### src/rtl/seq_and_mult.sv
// Iterative unsigned shift-and-add multiplier: ROWS AND-gated partial-product rows are
// folded into a 2*WIDTH accumulator per cycle, giving a fixed WIDTH/ROWS-cycle run.
module seq_and_mult #(
   parameter int WIDTH = 32,
   parameter int ROWS  = 1
) (
   input  logic                 CLK,
   input  logic                 RST,
   input  logic                 START,
   input  logic [WIDTH-1:0]     A,
   input  logic [WIDTH-1:0]     B,
   output logic                 BUSY,
   output logic                 DONE,
   output logic [2*WIDTH-1:0]   PRODUCT
);

   localparam int N    = WIDTH / ROWS;
   localparam int CNTW = $clog2(N + 1);

   typedef enum logic [1:0] {IDLE, RUN, FIN} state_t;

   state_t              state, state_nxt;
   logic [2*WIDTH-1:0]  mcand;
   logic [WIDTH-1:0]    mplier;
   logic [2*WIDTH-1:0]  acc;
   logic [2*WIDTH-1:0]  psum;
   logic [CNTW-1:0]     count;
   logic                accept;
   logic                last;

   assign accept = START && (state == IDLE || state == FIN);
   assign last   = (state == RUN) && (count == CNTW'(1));
   assign BUSY   = (state == RUN);
   assign DONE   = (state == FIN);

   // mcand is pre-shifted by i*ROWS, so only the row offset k is applied here
   always_comb begin
      psum = '0;
      for (int k = 0; k < ROWS; k++) begin
         if (mplier[k]) psum = psum + (mcand << k);
      end
   end

   always_comb begin
      state_nxt = state;
      case (state)
         IDLE:    if (accept) state_nxt = RUN;
         RUN:     if (last)   state_nxt = FIN;
         FIN:     state_nxt = START ? RUN : IDLE;
         default: state_nxt = IDLE;
      endcase
   end

   always_ff @(posedge CLK or posedge RST) begin
      if (RST) state <= IDLE;
      else     state <= state_nxt;
   end

   always_ff @(posedge CLK or posedge RST) begin
      if (RST) begin
         mcand   <= '0;
         mplier  <= '0;
         acc     <= '0;
         count   <= '0;
         PRODUCT <= '0;
      end else if (accept) begin
         mcand  <= {{WIDTH{1'b0}}, A};
         mplier <= B;
         acc    <= '0;
         count  <= CNTW'(N);
      end else if (state == RUN) begin
         acc    <= acc + psum;
         mcand  <= mcand << ROWS;
         mplier <= mplier >> ROWS;
         count  <= count - CNTW'(1);
         if (last) PRODUCT <= acc + psum;
      end
   end

endmodule

### config.mk
export PLATFORM = sky130hd
export DESIGN_NAME = seq_and_mult
export DESIGN_NICKNAME = d
export VERILOG_FILES = /design/src/rtl/seq_and_mult.sv
export SDC_FILE = /design/constraint.sdc
export NUM_CORES = 1
export LEC_CHECK = 0
export CAP_MARGIN = 20
export CORE_ASPECT_RATIO = 0.5
export CORE_UTILIZATION = 25
export CTS_BUF_LIST = sky130_fd_sc_hd__clkbuf_2
export DETAILED_ROUTE_END_ITERATION = 16
export PLACE_DENSITY = 0.49
export SYNTH_ARGS = -nofsm -noshare
export SYNTH_HDL_FRONTEND = slang
export SYNTH_SLANG_ARGS = --single-unit
### constraint.sdc
create_clock -name CLK -period 10.5 [get_ports CLK]
set_input_delay 3.15 -clock CLK [delete_from_list [all_inputs] [get_ports CLK]]
set_output_delay 3.15 -clock CLK [all_outputs]
set_load 0.02 [all_outputs]
==> results.yml, run 1 <==
outcome:
  status: "complete, no violations"
power_and_ir_drop:
  peakVddDrop_uv: 115.7
  seq_power_share: 0.315
  pwr_density_cell_nw_per_um2: 312.7
  p_leak_nw: 7.291
  p_clk_frac: 0.133
  switching_share: 0.4633
  pwr-share-comb: 0.552
  switchingPower_mw: 2.294
  internal_power_mw: 2.657
critical_path:
  worst_setup_path_start_kind: "register"
  r2r_end: "PRODUCT[60]"
  rrSetupSlack_ns: 5.99
  cp.arrival_ns: 3.13
  reg2reg_depth: 12
  required_ns: 7.35
  rr_startpoint: "mplier[0]"
  worstSetupPathType: "reg2out"
  cp-end-kind: "output pin"
  crit_fanout: 38
routing:
  drt_pre_antenna_iters: 5
  routed_wl_um: 38660
  drc: 0
  drtIter0Drc: 687
  via_per_inst: 4.801
  vias: 11330
  wire_per_inst_um: 16.39
  drtAntennaViolNets: 0
global_route:
  grt_first_pass_wirelength_um: 62020
  gr-total-overflow: 0
  grt_max_degree: 122
  grt_usage: 0.1416
  grt_pass1_vias: 11300
  grt_antenna_before_repair: 1
die:
  die_y_um: 165.4
  die-area_um2: 54370
  rows: 59
  start_util: 0.2550
  fp.dieW_um: 328.7
  io_pins: 133
  core_um2: 52340
placement:
  place_inst: 2250
  dpl.hpwl_um: 26470
  gp_congestion: 0.8432
  io_buffers: 132
logic_synthesis:
  avgSynthCellArea_um2: 8.873
  ys_seq_area_frac: 0.4350
  netlist.top_cell.by_area: "dfrtp_1"
  synth-main-ff-cell: "dfrtp_1"
  syn_area_um2: 13350
  yosysTopAreaCellShare: 0.4350
  synth_fp_nets: 1637
  yosysUniqueCellTypes: 71
  yosysMostFrequentCell: "nand2_1"
  synth_area_leaders: "dfrtp_1 44%, nand2_1 9.0%, ha_1 6.1%"
  synth_edf_count: 0
  postSynthCellCount: 1504
  ys_seq_elements: 232
  async_reset_ff_frac: 1.000
  yosys_warnings: 0
  netlist_top_cells_count: "319 x nand2_1, 232 x dfrtp_1, 101 x nor2_1, 87 x clkbuf_1, 85 x a22o_1"
clock_tree:
  clkTransAtPathRegs_ns: 0.09
  post_cts_buffers: 0
  insertion_delay_ns: 0.96
  cts_buffers: 61
  cts_tree: "built"
  cts_hold_buf: 0
  cts-root-buf: "clkbuf_2"
  cts_buffer_depth: 3
  cts.sinks: 232
  cts_max_level: 2
  post_cts_resized: 0
sta:
  finalSetupViolCount: 0
  fin_skew_ns: 0.03500
  rsz0062_at_grt: "no"
  fin_crit_sh: 0.5979
  final-max-slew-violation-count: 0
  slew_headroom: 0.3687
  fmax_ghz: 0.1593
  hold_viol: 0
  fin_crit_ns: 6.278
  worst_pin_slew_ns: 0.9470
  finalSetupTns_ns: 0
hold_path:
  min_from: "PRODUCT[21]"
  worstHoldPathType: "reg2reg"
  hold_path_end: "PRODUCT[21]"
  min_delay_path_depth: 2
layout:
  nets: 1745
  final_layout_size_suffix_gt1_frac: 0.08514
  final_cells: 2359
  syn_to_final_growth_pct: 18.65
  final_util: 0.3025
job:
  drv_cap: 0
-- kinds of logic (layout without fill, tap and decap cells) --
logic type,count (synthesis),after routing,share of synthesized area
and+or+nand+nor,609,609,0.2051
muxes,21,21,0.01734
other,0,2,0
xor gates and xnor gates,61,61,0.04107
adders and majority gates,66,66,0.06244
buffers and inverters,118,270,0.03328
AOI/OAI and AO/OA,397,397,0.2057
DFF,232,232,0.4350
-- state kept, by name, indices dropped and copies added (netlist names) --
| name | count |
|---|---|
| PRODUCT | 64 |
| acc | 64 |
| count | 6 |
| mcand | 64 |
| mplier | 32 |
| state | 2 |
-- metal layers --
| layer | share of wire | vias to the layer above | GRT usage |
|---|---|---|---|
| li1 | - | 5593 | - |
| met1 | 0.48 | 5489 | 0.1903 |
| met2 | 0.47 | 193 | 0.2324 |
| met3 | 0.041 | 50 | 0.02843 |
| met4 | 0.015 | 0 | 0.03552 |
| met5 | 0 | - | 0 |
-- worst max-delay path, cell delays in order (launching register included) --
cell and delay, ns:
dfrtp_1 0.38, nand2b_2 0.54, inv_4 0.56, clkdlybuf4s50_1 0.70
-- worst max path at each step --
stage	start	endpoint	slack, ns	cells after the start
final	state[1]	BUSY	4.22	3
after floorplan	RST	PRODUCT[0]	0.99	1
after CTS	state[1]	BUSY	4.02	3
after global placement	START	acc[63]	4.69	6
after detailed placement	START	acc[63]	4.63	6
after global routing	state[1]	BUSY	3.96	3
-- layout by cell type (no fill, tap or decap), drive strengths merged, types with 27 or more instances in the layout --
| cell | count |
|---|---|
| ha | 65 |
| a21o | 27 |
| a31oi | 67 |
| clkdlybuf4s50 | 132 |
| and2 | 69 |
| a22o | 85 |
| nand3 | 28 |
| o21ai | 61 |
| dfrtp | 232 |
| clkbuf | 89 |
| nor2 | 101 |
| xnor2 | 39 |
| nand2 | 319 |
| a21oi | 76 |
-- power by group through the flow --
| stage | Sequential (mW) | Combinational [mW] | Clock (mW) |
|---|---|---|---|
| finish | 1.56 | 2.73 | 0.656 |
| floorplan | 1.62 | 1.87 | 0 |
| detailed placement | 1.58 | 2.75 | 0 |
| CTS | 1.57 | 2.76 | 0.689 |
| global route | 1.62 | 3.03 | 0.737 |
| global placement | 1.58 | 2.72 | 0 |
-- per-stage QoR --
| step | total power [mW] | setup WS [ns] | hold WS [ns] | cell area (um2) |
|---|---|---|---|---|
| 6_report | 4.952 | 4.222 | 0.4786 | 15830 |
| 5_1_grt | 5.389 | 3.956 | 0.4941 | 15830 |
| 4_1_cts | 5.016 | 4.021 | 0.4882 | 15830 |
| 3_5_place_dp | 4.331 | 4.625 | 0.4645 | 15280 |
| 3_3_place_gp | 4.306 | 4.690 | 0.4596 | 15280 |
| 2_1_floorplan | 3.482 | 0.9887 | 0.4468 | 13350 |
-- area by class of cell --
| type | instances | area, um2 |
|---|---|---|
| fillers | 5605 | 36510 |
| multi-input cells | 1154 | 7116 |
| flip-flops and latches | 232 | 5806 |
| repair buffers | 142 | 1396 |
| well taps | 701 | 877.1 |
| clock buffers | 89 | 445.4 |
| clock inverters | 18 | 100.1 |
| inverters | 21 | 88.84 |
| diodes | 2 | 5.005 |
Power figures use the tool's default switching activity.
==> run 2: changes to the inputs <==
- PLACE_DENSITY: 0.49 -> 0.51
- clock period: 10.5 -> 5.5 ns (I/O delays scaled with it)
==> run 2 against run 1 <==
Against the previous run: the run now ends with DRC left; first-iteration DRC count up 14%; via count down 0.68%; combinational power up 93%; critical endpoint is now PRODUCT[32].
==> results.yml, run 2 (synthesis results as in run 1) <==
layout:
  layout_commonest_cell: "nand2_1"
  final_cells: 2351
  nets: 1747
  syn_to_final_growth_pct: 18.95
  final_layout_size_suffix_gt1_frac: 0.08495
  layout_common_cells: "318 x nand2_1, 232 x dfrtp_1, 132 x clkdlybuf4s50_1, 100 x nor2_1, 87 x clkbuf_2"
  top_regs: "PRODUCT: 64 flops, acc: 64 flops, mcand: 64 flops"
sta:
  fin_crit_sh: 0.7359
  finalSetupViolCount: 0
  worst_pin_slew_ns: 1.091
  final-max-slew-violation-count: 0
  slew_headroom: 0.2726
  fin_skew_ns: 0.09544
  finalSetupTns_ns: 0
  hold_viol: 0
  rsz0062_at_grt: "no"
  fmax_ghz: 0.2471
  fin_crit_ns: 4.047
routing:
  drtAntennaViolNets: 0
  drc: 4
  wire_per_inst_um: 16.33
  via_per_inst: 4.784
  vias: 11250
  routed_wl_um: 38400
  drtIter0Drc: 783
  drt_pre_antenna_iters: 11
die:
  core_um2: 52340
  die-area_um2: 54370
  start_util: 0.2550
  io_pins: 133
  rows: 59
  die_y_um: 165.4
  fp.dieW_um: 328.7
global_route:
  gr-total-overflow: 0
  grt_pass1_vias: 11090
  grt_max_degree: 89
  grt_first_pass_wirelength_um: 61870
  grt_antenna_before_repair: 3
  grt_usage: 0.1416
power_and_ir_drop:
  pwr_density_cell_nw_per_um2: 598.4
  switchingPower_mw: 4.384
  seq_power_share: 0.313
  peakVddDrop_uv: 225.5
  p_leak_nw: 7.299
  pwr-share-comb: 0.554
  switching_share: 0.4615
  internal_power_mw: 5.115
  p_clk_frac: 0.132
critical_path:
  worst_setup_path_start_kind: "register"
  reg2reg_depth: 13
  required_ns: 6.31
  cp-end-kind: "register"
  cp.arrival_ns: 4.85
  crit_fanout: 37
  worstSetupPathType: "reg2reg"
placement:
  gp_congestion: 0.8231
  dpl.hpwl_um: 26630
  io_buffers: 132
  place_inst: 2254
clock_tree:
  clkTransAtPathRegs_ns: 0.11
  cts_buffers: 59
  insertion_delay_ns: 0.96
  post_cts_resized: 0
  cts_hold_buf: 0
  cts.sinks: 232
  cts_tree: "built"
  cts_buffer_depth: 3
  cts-root-buf: "clkbuf_2"
  post_cts_buffers: 0
  cts_max_level: 2
outcome:
  failed_checks: "DRC"
  status: "finished, violations left"
hold_path:
  worstHoldPathType: "reg2reg"
  min_delay_path_depth: 2
job:
  drv_cap: 0
==> run 2: changes by cell type in the layout (fill, tap and decap cells not counted), moves of 2 or more <==
cell,previous run,this run
clkinv_1,12,5
buf_12,0,3
clkbuf_2,89,87
clkinv_2,2,0
inv_2,3,1
==> run 2: metal layers <==
layer / vias to the layer above / track usage / share of wire / wire [um]
met4: 2 / 0.03658 / 0.017 / 665
met2: 173 / 0.2261 / 0.46 / 17640
li1: 5573 / - / - / -
met1: 5445 / 0.1957 / 0.48 / 18430
met5: - / 0 / 0.00034 / 13
met3: 55 / 0.02688 / 0.043 / 1651
==> run 2: power groups by stage <==
stage          logic (mW)  registers, mW  clock network, mW
6_report             5.27           2.98               1.26
5_1_grt              5.86           3.08               1.39
4_1_cts              5.33           2.99               1.31
3_5_place_dp         5.32           3.01                  0
3_3_place_gp         5.27           3.02                  0
2_1_floorplan        3.56           3.08                  0
==> run 2: path summary, 6_finish.rpt <==
check | endpoint | slack, ns | start
worst max-delay path | PRODUCT[32] | 1.45 | mplier[0]
worst min-delay path | PRODUCT[7] | 0.47 | PRODUCT[7]
worst max register to register | PRODUCT[32] | 1.45 | mplier[0]
worst min register to register | PRODUCT[7] | 0.47 | PRODUCT[7]
max in group asynchronous | acc[5] | 3.40 | RST
min in group asynchronous | acc[52] | 1.14 | RST
==> run 2: critical path: stages (launching register included) <==
cell      delay, ns
dfrtp_1        0.39
buf_4          0.22
and2_1         0.20
ha_1           0.21
fa_1           0.42
a21o_1         0.23
a311o_1        0.39
a211oi_4       0.34
o21a_1         0.34
o21ai_1        0.23
a21oi_1        0.30
o21ai_0        0.16
xor2_1         0.19
mux2_2         0.27
==> run 2: per-stage QoR <==
stage	total power, mW	util	setup slack [ns]	instance area, um2	hold WS [ns]
5_1_grt	10.34	0.3032	1.128	15870	0.5089
6_report	9.500	0.3033	1.453	15870	0.4749
3_3_place_gp	8.290	0.2932	1.335	15350	0.4550
2_1_floorplan	6.648	-	0.8141	13350	0.4468
3_5_place_dp	8.327	0.2932	1.361	15350	0.4610
4_1_cts	9.626	0.3032	1.423	15870	0.4824
==> run 2: layout make-up <==
class                      count  area (um2)
fill                        5524       36470
multi-input combinational   1154        7116
sequential                   232        5806
timing repair buffer         146        1464
tap                          701       877.1
clock buffer                  87       435.4
clock inverter                 8       86.33
inverter                      21       85.08
antenna                        2       5.005
==> run 3: changes to the inputs <==
- clock period: 5.5 -> 3.7 ns (I/O delays scaled with it)
==> run 3 against run 2 <==
Against the previous run: the flow still finishes with violations (DRC); via count grew 2.0%; worst hold slack better by 0.0057 ns; routed wire length is 2.1% higher; die area unchanged; sequential share of layout area down 0.95 points; clock-buffer cell count fell by 3; sequential power grew 49%; worst setup slack worse by 1.3 ns; clock skew down 0.049 ns; cell area is 2.7% higher; power rose by 52%; largest cell class unchanged; highest routed layer unchanged.
==> results.yml, run 3 (synthesis results as in run 1) <==
layout:
  layout_commonest_cell: "nand2_1"
  final_layout_size_suffix_gt1_frac: 0.1143
  layout_common_cells: "318 x nand2_1, 232 x dfrtp_1, 132 x clkdlybuf4s50_1, 100 x nor2_1, 85 x a22o_1"
  top_regs: "PRODUCT: 64 flops, acc: 64 flops, mcand: 64 flops"
  fillers: 5527
  syn_to_final_growth_pct: 22.14
  final_cells: 2399
  final_cell_area_um2: 16300
  nets: 1789
clock_tree:
  cts_tree: "built"
  cts-root-buf: "clkbuf_2"
  cts_max_level: 2
  cts.sinks: 232
  insertion_delay_ns: 0.91
  cts_hold_buf: 0
  cts_buffer_depth: 3
  cts_buffers: 59
  clkTransAtPathRegs_ns: 0.11
global_route:
  grt_first_pass_wirelength_um: 63290
  grt_antenna_before_repair: 2
  grt_usage: 0.1445
  gr-total-overflow: 0
  grt_max_degree: 157
  grt_pass1_vias: 11530
die:
  io_pins: 133
  die_y_um: 165.4
  fp.dieW_um: 328.7
  core_um2: 52340
  start_util: 0.2550
  rows: 59
  die-area_um2: 54370
power_and_ir_drop:
  peakVddDrop_uv: 543.4
  p_leak_nw: 7.529
  pwr_density_cell_nw_per_um2: 884.2
critical_path:
  r2r_end: "acc[63]"
  worst_setup_path_start_kind: "register"
  critPathLaunch: "mplier[0]"
  required_ns: 4.47
  reg2reg_depth: 14
  cp-end-kind: "register"
  rrSetupSlack_ns: 0.15
  cp.arrival_ns: 4.32
  worstSetupPathType: "reg2reg"
  crit_fanout: 8
  rr_startpoint: "mplier[0]"
sta:
  final-max-slew-violation-count: 0
  hold_viol: 0
  fin_crit_ns: 3.553
  slew_headroom: 0.4044
  fin_crit_sh: 0.9602
  worst_pin_slew_ns: 0.8934
  rsz0062_at_grt: "yes"
  fin_skew_ns: 0.04650
  fmax_ghz: 0.2815
  finalSetupViolCount: 0
  whs_ns: 0.4806
hold_path:
  worstHoldPathType: "reg2reg"
  min_delay_path_depth: 2
  hold_path_end: "PRODUCT[43]"
  min_from: "PRODUCT[43]"
routing:
  drtIter0Drc: 613
  routed_wl_um: 39200
  drtAntennaViolNets: 0
  drt_pre_antenna_iters: 11
  drc: 4
  wire_per_inst_um: 16.34
  via_per_inst: 4.783
  vias: 11470
placement:
  dpl_cell_area_um2: 15720
  io_buffers: 132
  dpl.hpwl_um: 27240
  place_inst: 2293
  gp_congestion: 0.8391
job:
  drv_cap: 0
outcome:
  status: "finished, violations left"
  failed_checks: "DRC"
run 3: cell count changes in the layout (fill, tap and decap cells not counted), sizes merged:
cell / before / now
bufinv: 2 / 0
inv: 20 / 21
diode: 2 / 1
clkinv: 5 / 17
clkbuf: 87 / 84
clkinvlp: 2 / 1
buf: 14 / 56
run 3: what timing repair did:
action | CTS | global route
hold endpoints to repair | 0 | 0
gates resized for setup | 2 | 12
pin swaps | 1 | 5
gates cloned | 0 | 0
setup endpoints to repair | 3 | 35
setup buffers | 0 | 3
run 3: worst max path at each step:
stage / slack, ns / to
2_1_floorplan: -0.45 / PRODUCT[0]
6_report: 0.15 / acc[63]
5_1_grt: -0.02 / PRODUCT[32]
3_5_place_dp: 0.007 / PRODUCT[60]
4_1_cts: -0.004 / PRODUCT[60]
3_3_place_gp: 0.03 / PRODUCT[60]
run 3: worst max-delay path: stages (launching register included):
cell and delay (ns):
dfrtp_1 0.43, buf_4 0.18, and2_1 0.16, ha_1 0.35, and4_2 0.29, a32oi_2 0.22
a21oi_2 0.12, buf_4 0.15, or2_2 0.29, a31oi_2 0.22, o31ai_2 0.11, buf_4 0.17
a211oi_2 0.26, mux2_1 0.35, nand3b_1 0.15
run 3: where the power goes:
group	total [mW]	switching (mW)	internal (mW)
clock	1.73	1.12	0.609
combinational	8.25	4.75	3.49
sequential	4.44	0.753	3.69
run 3: final cells by class:
cell class / instances / area (um2) / share of cell area
Antenna cell: 1 / 2.502 / 0.0001535
Sequential cell: 232 / 5806 / 0.3562
Clock inverter: 18 / 73.82 / 0.004529
Inverter: 21 / 85.08 / 0.005220
Multi-Input combinational cell: 1154 / 7181 / 0.4405
Timing Repair Buffer: 188 / 1854 / 0.1138
Tap cell: 701 / 877.1 / 0.05381
Clock buffer: 84 / 420.4 / 0.02579
run 3: per-stage QoR:
step                      power, mW  worst slack, ns  setup TNS [ns]    util
after detailed placement      12.73         0.007402               0  0.3003
after floorplan               9.882          -0.4459         -103.46       -
after CTS                     14.53        -0.003808       -0.003808  0.3099
after global routing          15.70         -0.01862        -0.06508  0.3114
after global placement        12.66          0.03165               0  0.3003
final                         14.41           0.1471               0  0.3114
run 3: per-layer routing:
layer | vias up | share of wire | track usage
met5 | - | 0.00033 | 0
met4 | 2 | 0.017 | 0.03784
met3 | 58 | 0.037 | 0.02711
met2 | 163 | 0.47 | 0.2348
met1 | 5573 | 0.48 | 0.1966
li1 | 5678 | - | -
==> RTL edit 1 (config.mk and constraints of run 1) <==
Encoding of `state_t`: now one-hot (3 bits for 3 states).
--- a/src/rtl/seq_and_mult.sv
+++ b/src/rtl/seq_and_mult.sv
@@ -18,5 +18,5 @@
    localparam int CNTW = $clog2(N + 1);
 
-   typedef enum logic [1:0] {IDLE, RUN, FIN} state_t;
+   typedef enum logic [2:0] {IDLE = 3'b001, RUN = 3'b010, FIN = 3'b100} state_t;
 
    state_t              state, state_nxt;
Formal check against the unedited RTL: no difference found for any inputs over 10 cycles, from zero or initial values and one cycle with RST high; not proved beyond that.
==> RTL edit 1 against run 1 <==
  * The flow now finishes with violations (DRC)
  * Area after synthesis increased by 0.38%
  * Cell count grew 1.9%
  * First-iteration DRC count up 26%
  * Sequential cell count up 1
  * Highest routed layer is now met5
  * Design area about the same
  * Worst setup slack better by 0.28 ns
  * Routed wire length up 1.8%
Power is not compared: it rests on default switching activity, and its combinational part moved more than twofold at a synthesized area within 25%.
==> RTL edit 1: results (changes against run 1) <==
first-pass GRT wire length=63800 um (+2.9%); mux cell area share after synthesis=0.794% (-0.94 points); Num CTS Buffers=61 (unchanged); status=finished with violations; reg-to-reg slack, setup=6.37 ns (+0.38 ns); drt drc=1 (+1); largest net degree at the start of global routing=147 (+20%); Post-Place Cells=2300 (+2.2%); Top Metal Used=met5; worst hold slack=0.477 ns (-0.00117 ns); worst relative slew slack=31.7% (-5.1 points); sequential share of the synthesized area=43.5% (about the same); syn_nets=1696 (+3.6%); Main synth FF type=dfrtp_1; vias in the first global route=11363 (+0.60%); Post-CTS Setup Repair Bufs=0 (unchanged); dpl hpwl=27000 um (+1.9%); Post-DP Area=15300 um^2 (+0.14%); ranking of synthesized cells by area=dfrtp_1 43%, nand2_1 9.6%, ha_1 6.1%; clock latency on the worst-skew pair=0.98 ns (+0.02 ns); TritonRoute pass-1 iters=11 (+6); launch point of the worst path=state[2]; failing checks=DRC; placer congestion estimate=0.873 (+3.5%); FF-to-FF End=acc[48]; worst slack at placement=4.63 ns (+0.00792 ns); met3 WL=1860 um (+17%); min-delay src=mcand[61]; Buffers on Ports=132 (unchanged); Root Buffer=clkbuf_2; share of layout cells above drive strength 1=7.52% (-0.99 points); Final Instance Count excl. Fillers=2404 (+1.9%); worst setup margin=4.51 ns (+0.285 ns); CP Max Fanout=70 (+84%); Hold EP=mcand[62]; total vias in the final route=11511 (+1.6%); initial DRC count=869 (+26%); syn avg cell area=8.57 um^2 (-3.4%); Compound-Gate Fraction of Synth Area=19.6% (-0.95 points); met2 wire length=17900 um (-0.85%); commonest cells in the netlist=341 x nand2_1, 232 x dfrtp_1, 107 x o21ai_0, 102 x nand3_1, 92 x clkbuf_1; final clock skew=0.0811 ns (+0.0461 ns); Total GRT Usage=14.5% (+0.31 points); worst path arrival time=2.84 ns (-0.29 ns); adder-cell share of the synthesized area=6.22% (-0.023 points); NumNets Final=1795 (+2.9%); post-synthesis xor/xnor area fraction=3.99% (-0.12 points); routed length per instance=16.4 um (-0.11%); WL met1=18900 um (+2.5%); antenna violations before repair=3 (+2); peak supply drop=a little over 0.09 mV
==> RTL edit 1: power breakdown <==
| part | leakage [uW] | switching [uW] | internal (uW) | total, uW |
|---|---|---|---|---|
| registers | 0.00313 | 139 | 1110 | 1250 |
| clock network | 0.000407 | 402 | 244 | 646 |
| logic | 0.00380 | 776 | 402 | 1180 |
==> RTL edit 1: layout make-up <==
class                   count  area (um^2)
well taps                 701          877
inverters                  19         81.3
diodes                      1         2.50
clock buffers              85          425
repair buffers            141         1400
multi-input cells        1206         7110
clock inverters            18          109
flip-flops and latches    233         5830
fillers                  5583        36600
==> RTL edit 1: per-layer routing <==
metal,GRT usage [%],up-vias
met3,3.13,68
li1,-,5710
met5,0,-
met2,22.8,198
met1,20.1,5531
met4,3.48,4
==> RTL edit 1: critical path, stage by stage (launching register included) <==
cell and delay [ns]:
dfrtp_1 0.41, nor2_1 0.23, nand2_4 0.43, inv_4 0.21, clkdlybuf4s50_1 0.62
==> RTL edit 2 (flow settings as in run 1) <==
Made on the original files. Make the reset (`RST`) synchronous in 2 clocked blocks.
--- a/src/rtl/seq_and_mult.sv
+++ b/src/rtl/seq_and_mult.sv
@@ -52,10 +52,10 @@
    end
 
-   always_ff @(posedge CLK or posedge RST) begin
+   always_ff @(posedge CLK) begin
       if (RST) state <= IDLE;
       else     state <= state_nxt;
    end
 
-   always_ff @(posedge CLK or posedge RST) begin
+   always_ff @(posedge CLK) begin
       if (RST) begin
          mcand   <= '0;
Function: differs if RST is asserted again (counterexample within 4 cycles, from zero or initial values and one cycle with RST high); with RST held inactive, the same outputs for 10 cycles.
==> RTL edit 2 against run 1 <==
  * First-iteration DRC count shrank 3.5%
  * Routed wire length is 5.1% lower
  * Area after synthesis decreased by 7.6%
  * Critical path depth unchanged
  * Sequential cell count did not move
  * Worst setup slack better by 0.35 ns
  * Design area is 6.8% lower
  * Register-to-register slack lost 0.23 ns
Power is not compared: it rests on default switching activity, and its combinational part moved more than twofold at a synthesized area within 25%.
==> RTL edit 2: results (changes against run 1) <==
NumNets Final=1848 (+5.9%); post_cts resized=0 (unchanged); share of layout cells above drive strength 1=7.67% (-0.84 points); Async SR Flop Fraction=0% (-100 points); final wirelength=36700 um (-5.1%); status=finished clean; ranking of synthesized cells by area=dfxtp_1 38%, nand2_1 9.4%, a21oi_1 8.3%; Num CTS Buffers=66 (+8.2%); final clock skew=0.0592 ns (+0.0242 ns); TritonRoute pass-1 iters=6 (+1); Post-Syn Instances=1622 (+7.8%); placer congestion estimate=0.873 (+3.5%); clock latency on the worst-skew pair=0.92 ns (-0.04 ns); CP Max Fanout=32 (-16%); Largest regs=PRODUCT (64), acc (64), mcand (64); detailed-route vias per instance=4.73 (-1.5%); Total GRT Usage=14.5% (+0.38 points); largest net degree at the start of global routing=95 (-22%); htree depth=3 (+1); sequential share of the synthesized area=37.6% (-5.9 points); dpl hpwl=25200 um (-4.7%); slew at the pin with the worst max-slew slack=1.12 ns (+0.175 ns); worst path arrival time=2.77 ns (-0.36 ns); first-pass GRT wire length=59500 um (-4.1%); Netlist cell types=66 (-7.0%); Post-Place Cells=2296 (+2.0%); vias in the first global route=11063 (-2.1%); initial DRC count=663 (-3.5%); commonest cells in the netlist=308 x nand2_1, 232 x dfxtp_1, 204 x a21oi_1, 121 x nor2_1, 104 x clkbuf_1
-- RTL edit 2: changes by cell type in the layout (fill, tap and decap cells not counted), moves of 17 or more --
cell             run 1  this run
dfxtp_1              0       231
nor3_1              20        73
a31oi_1             66        10
a21oi_1             76       204
dfrtp_1            232         0
nor2_1             100       120
o22ai_1              2        61
a22o_1              85         0
a211oi_1             9        26
-- RTL edit 2: path summary, 6_finish.rpt --
| path | slack, ns | cells after the start | to | start |
|---|---|---|---|---|
| worst max-delay path | 4.58 | 3 | BUSY | state[1] |
| worst min register to register | 0.43 | 2 | mcand[59] | mcand[58] |
| worst min-delay path | 0.43 | 2 | mcand[59] | mcand[58] |
| worst max register to register | 5.76 | 14 | PRODUCT[60] | mplier[0] |
-- RTL edit 2: where the power goes --
group	internal (uW)	leakage, uW	switching [uW]
logic	79.8	0.00331	138
clock network	309	0.000465	406
registers	913	0.00189	23.1
total	1300	0.00566	566
-- RTL edit 2: per-layer routing --
metal / vias to the layer above / global-route usage, % / routed length [um]
li1: 5891 / - / -
met1: 5295 / 19.4 / 18000
met2: 168 / 23.4 / 16700
met3: 53 / 3.07 / 1430
met4: 0 / 4.37 / 597
met5: - / 0 / 0
-- RTL edit 2: worst max-delay path, stage by stage (launching register included) --
cell and delay (ns):
dfxtp_1 0.33, nand2b_4 0.40, clkinv_2 0.46, clkdlybuf4s50_1 0.67
-- RTL edit 2: cell type report --
cell class,instances,area [um^2]
fillers,5299,33900
flip-flops and latches,232,4650
multi-input cells,1251,7200
well taps,649,812
clock buffers,92,460
diodes,3,7.51
repair buffers,143,1400
inverters,21,80.1
clock inverters,21,161
-- RTL edit 2: stage by stage --
| stage | util, % | setup WS [ns] | instance area (um^2) | hold WS [ns] |
|---|---|---|---|---|
| 4_1_cts | 30.3 | 4.44 | 14800 | 0.422 |
| 3_5_place_dp | 29.1 | 4.72 | 14100 | 0.446 |
| 5_1_grt | 30.4 | 4.35 | 14800 | 0.464 |
| 6_report | 30.4 | 4.58 | 14800 | 0.434 |
| 2_1_floorplan | - | 5.95 | 12300 | 0.436 |
| 3_3_place_gp | 29.1 | 4.70 | 14100 | 0.443 |
-- RTL edit 2: kinds of logic (layout without fill, tap and decap cells) --
| logic type | count (synthesis) | after routing | share of synthesized area [%] |
|---|---|---|---|
| simple gates | 677 | 677 | 24.9 |
| compound gates | 443 | 443 | 21.8 |
| flops | 232 | 232 | 37.6 |
| buf+inv | 139 | 277 | 4.29 |
| fa+ha+maj | 66 | 66 | 6.75 |
| xor+xnor | 61 | 61 | 4.33 |
| mux | 4 | 4 | 0.325 |
| other cells | 0 | 3 | 0 |
